<file path="src/rtl/shift_reg_pkg.sv">
// Shared definitions for the universal shift register: mode encoding.
package shift_reg_pkg;

  typedef enum logic [1:0] {
    MODE_HOLD = 2'b00,
    MODE_SHR  = 2'b01,
    MODE_SHL  = 2'b10,
    MODE_LOAD = 2'b11
  } mode_t;

endpackage

</file>
<file path="src/rtl/shift_reg_universal_bit_cell.sv">
// One bit of the universal shift register: 4:1 next-state mux into an async-reset flop.
module usr_bit_cell
  import shift_reg_pkg::*;
(
  input  logic  clk,
  input  logic  rst,
  input  logic  en,
  input  mode_t mode,
  input  logic  left,
  input  logic  right,
  input  logic  par,
  output logic  q
);

  logic d;

  always_comb begin
    d = q;
    unique case (mode)
      MODE_HOLD: d = q;
      MODE_SHR:  d = left;
      MODE_SHL:  d = right;
      MODE_LOAD: d = par;
      default:   d = q;
    endcase
  end

  always_ff @(posedge clk or posedge rst) begin
    if (rst)     q <= 1'b0;
    else if (en) q <= d;
  end

endmodule

</file>
<file path="src/rtl/shift_reg_universal.sv">
// Universal shift register (hold/shr/shl/load) with shift counter and word-complete pulse.
module shift_reg_universal
  import shift_reg_pkg::*;
#(
  parameter int WIDTH = 8,
  localparam int CW   = $clog2(WIDTH)
) (
  input  logic             clk,
  input  logic             rst,
  input  logic             en,
  input  logic [1:0]       mode,
  input  logic             sin,
  input  logic [WIDTH-1:0] pin,
  output logic [WIDTH-1:0] pout,
  output logic             sout_r,
  output logic             sout_l,
  output logic             word_valid,
  output logic [CW-1:0]    bit_cnt
);

  logic [WIDTH-1:0] q;
  // sin padded on both ends so every cell sees uniform left/right neighbours
  logic [WIDTH+1:0] ext;
  mode_t            mode_e;
  logic             shifting;

  assign mode_e   = mode_t'(mode);
  assign ext      = {sin, q, sin};
  assign shifting = en && (mode_e == MODE_SHR || mode_e == MODE_SHL);

  for (genvar i = 0; i < WIDTH; i++) begin : g_bit
    usr_bit_cell u_cell (
      .clk   (clk),
      .rst   (rst),
      .en    (en),
      .mode  (mode_e),
      .left  (ext[i+2]),
      .right (ext[i]),
      .par   (pin[i]),
      .q     (q[i])
    );
  end

  always_ff @(posedge clk or posedge rst) begin
    if (rst) begin
      bit_cnt    <= '0;
      word_valid <= 1'b0;
    end else begin
      word_valid <= 1'b0;
      if (shifting) begin
        if (bit_cnt == CW'(WIDTH - 1)) begin
          bit_cnt    <= '0;
          word_valid <= 1'b1;
        end else begin
          bit_cnt <= bit_cnt + 1'b1;
        end
      end else if (en && mode_e == MODE_LOAD) begin
        bit_cnt <= '0;
      end
    end
  end

  assign pout   = q;
  assign sout_r = q[0];
  assign sout_l = q[WIDTH-1];

endmodule
</file>
<file path="config.mk">
export PLATFORM = sky130hd
export DESIGN_NAME = shift_reg_universal
export DESIGN_NICKNAME = d
export VERILOG_FILES = /design/src/rtl/shift_reg_pkg.sv /design/src/rtl/shift_reg_universal_bit_cell.sv /design/src/rtl/shift_reg_universal.sv
export SDC_FILE = /design/constraint.sdc
export NUM_CORES = 1
export LEC_CHECK = 0
export ABC_AREA = 1
export CAP_MARGIN = 10
export CORE_UTILIZATION = 45
export DETAILED_ROUTE_END_ITERATION = 10
export GPL_TIMING_DRIVEN = 0
export PLACE_DENSITY = 0.9
export SYNTH_ARGS = -nofsm -noshare
export SYNTH_HDL_FRONTEND = slang
export SYNTH_SLANG_ARGS = --single-unit
</file>
<file path="constraint.sdc">
create_clock -name clk -period 1.7 [get_ports clk]
set_clock_uncertainty 0.2 [all_clocks]
set_input_delay 0.255 -clock clk [delete_from_list [all_inputs] [get_ports clk]]
set_output_delay 0.255 -clock clk [all_outputs]
set_load 0.005 [all_outputs]
</file>
==> results.json <==
{
  "drtPass1Iterations": 4,
  "layout.filler_cells": 138,
  "cap_violations": 0,
  "ys_types": 13,
  "timing_worst_setup_path_type": "reg2out",
  "setup_repair_after_global_routing_missed_its_margin": "false",
  "timing.hold.worst.class": "in2async",
  "critPathMaxFanout": 4,
  "globalplace.congestion": 0.771,
  "share_of_the_clock_period_used_by_the_worst_path_pct": 97.9,
  "synth_async_sr_flop_share_pct": 100,
  "clock_tree_from_tritoncts": "yes",
  "chipWidth_um": 45.6,
  "placeableCoreArea_um2": 1750,
  "worst_pin_slew_ps": 474,
  "area_growth_pct": 49.3,
  "r2r-start": "bit_cnt[0]",
  "cpPeakStageDelay_ps": 520,
  "synth_top_area_share_pct": 35.1,
  "first_global_vias": 883,
  "routed_wl_mm": 2.10,
  "timing.critical_path.slowest_stage_cell": "clkdlybuf4s50_1",
  "globalRouteTotalUtil_pct": 23.6,
  "p_leak_uw": 0.000806,
  "routed_wire_length_per_instance_um": 11.4,
  "finalCriticalPeriod_ps": 1660,
  "place.port_buffers": 27,
  "drc_errors": 0,
  "finish.net_count": 180,
  "pin_count": 28,
  "max_freq_ghz": 0.601,
  "synth_top_area_cell": "dfrtp_1",
  "gr-total-overflow": 0,
  "tritoncts.num_buffers": 3,
  "ys_top_cells_by_area": "dfrtp_1 35%, nand2_1 28%, ha_1 7.3%",
  "die_height_um": 45.6,
  "setup_total_negative_slack_ps": 0,
  "avgViaCountPerCell": 4.74,
  "grt_max_degree": 13,
  "synth-seq-area-share_pct": 35.1,
  "antenna_found_initial": 0,
  "ys.warnings.count": 0,
  "ys_top_cells_by_count": "64 x nand2_1, 12 x dfrtp_1, 8 x buf_4, 8 x inv_1, 8 x nand2_2",
  "setup_viol": 0,
  "sum_of_internal_switching_and_leakage_power_uw": 1140,
  "critical_path.startpoint_type": "flip-flop",
  "ctsHtreeMaxLevel": 1,
  "cp-end-kind": "primary output",
  "cp.buffers_inverters": 1,
  "crit_chain": "clkdlybuf4s50_1",
  "largest_vdd_supply_drop_uv": 656,
  "sink_count": 12,
  "worst_skew_pair.late_latency_ps": 290,
  "hold_viol": 0,
  "die_area_um2": 2080,
  "power_density_nw_per_um2": 897,
  "timing.final.max_slew_violations": 0,
  "cts.reportedPaths.clkPinSlew_ps": 80,
  "start_util_pct": 49.0,
  "hold_buffer_count_at_cts": 0,
  "cp-startpoint": "bit_cnt[0]",
  "cts.path.max_buffers": 2,
  "detailroute.via_count": 877,
  "result_of_the_run": "finished, final reports clean",
  "slew_limit_headroom_pct": 68.3,
  "yosys.cell_count.top_type": "nand2_1",
  "post_route_cells_drive_above_1_share_pct": 25.6,
  "worst-endpoint-arrival_ps": 1210,
  "clock_tree.root_cell": "clkbuf_4",
  "synth_flop_cell": "dfrtp_1",
  "netlist_area_um2": 855,
  "detailed_router_s_first_iteration_violation_count": 12,
  "synth_enable_flop_cells": 0,
  "antenna_violating_nets_post_route": 0,
  "synth.avg_cell_area_um2": 7.12,
  "std_cell_rows": 15,
  "post_synth_inst_count": 120,
  "syn_nets": 139,
  "n_antenna_cell": 0,
  "grt_pass1_wl_mm": 3.37,
  "worst_path_dominant_cell_family": "buffers and inverters",
  "post-dp-hpwl_mm": 1.36,
  "crit_required_ps": 1240,
  "postSynthRegisterBits": 12
}
## kinds of logic (layout without fill, tap and decap cells)
kind of cell / after synthesis / count (layout) / synth area share, %
AO/OA/AOI/OAI: 2 / 2 / 1.61
adder cells (fa/ha/maj): 5 / 5 / 7.32
buffers and inverters: 25 / 65 / 16.3
flip-flops: 12 / 12 / 35.1
AND/OR/NAND/NOR: 76 / 76 / 39.7
## placed cells by master (no fill, tap or decap), types with 3 or more instances in the layout
| cell | count |
|---|---|
| inv_2 | 7 |
| clkbuf_4 | 3 |
| inv_1 | 8 |
| dfrtp_1 | 12 |
| clkdlybuf4s50_1 | 19 |
| buf_4 | 17 |
| nand2_2 | 8 |
| dlymetal6s2s_1 | 7 |
| nand2_1 | 64 |
| ha_1 | 5 |
## where the power goes
part	switching [µW]	total, µW	leakage, µW	internal, µW
clock network	111	241	0.0000210	131
registers	50.2	401	0.000155	351
logic	203	502	0.000630	299
## what timing repair did
action	in CTS	in global routing
endpoints found under the setup margin	8	7
buffers inserted	8	1
gates resized for setup	1	7
pin swaps	0	0
## final timing paths
kind                                     endpoint  slack (ps)  depth (start not counted)
worst min register to register         bit_cnt[0]         330                          1
worst max register to register         bit_cnt[0]         350                          5
worst min-delay path                   bit_cnt[2]          70                          2
worst max-delay path                   bit_cnt[0]          40                          1
max in group asynchronous       g_bit[2].u_cell.q         910                          2
min in group clk                       bit_cnt[0]         330                          1
## metrics by stage
step | utilization [%] | area (µm²) | std cells | worst slack (ps) | hold WS [ps]
after global routing | 73.1 | 1280 | 185 | 2.28 | 128
after global placement | 66.2 | 1160 | 172 | -82.1 | 294
after CTS | 71.7 | 1250 | 184 | 2.22 | 88.3
after detailed placement | 66.2 | 1160 | 172 | -138 | 310
after floorplan | - | 855 | 120 | 431 | -80.3
final | 73.1 | 1280 | 185 | 35.2 | 71.9
## sequential cells by signal, summed over array words and instances, names as in the netlist
signal,flops
bit_cnt,3
g_bit.u_cell.q,8
word_valid,1
## layout make-up
class | instances | area (µm²) | area share (%)
multi-input cells | 83 | 415 | 32.5
flip-flops and latches | 12 | 300 | 23.5
inverters | 15 | 56.3 | 4.41
well taps | 25 | 31.3 | 2.45
repair buffers | 36 | 354 | 27.7
plain buffers | 10 | 82.6 | 6.47
clock buffers | 4 | 36.3 | 2.84
## routing by layer
metal | wire length [µm] | up-vias | track usage [%]
met5 | 0 | - | 0
met4 | 91 | 0 | 18.8
met3 | 117 | 9 | 4.37
met2 | 1080 | 39 | 43.1
met1 | 809 | 405 | 22.6
li1 | - | 424 | -
(Power assumes the default switching activity.)
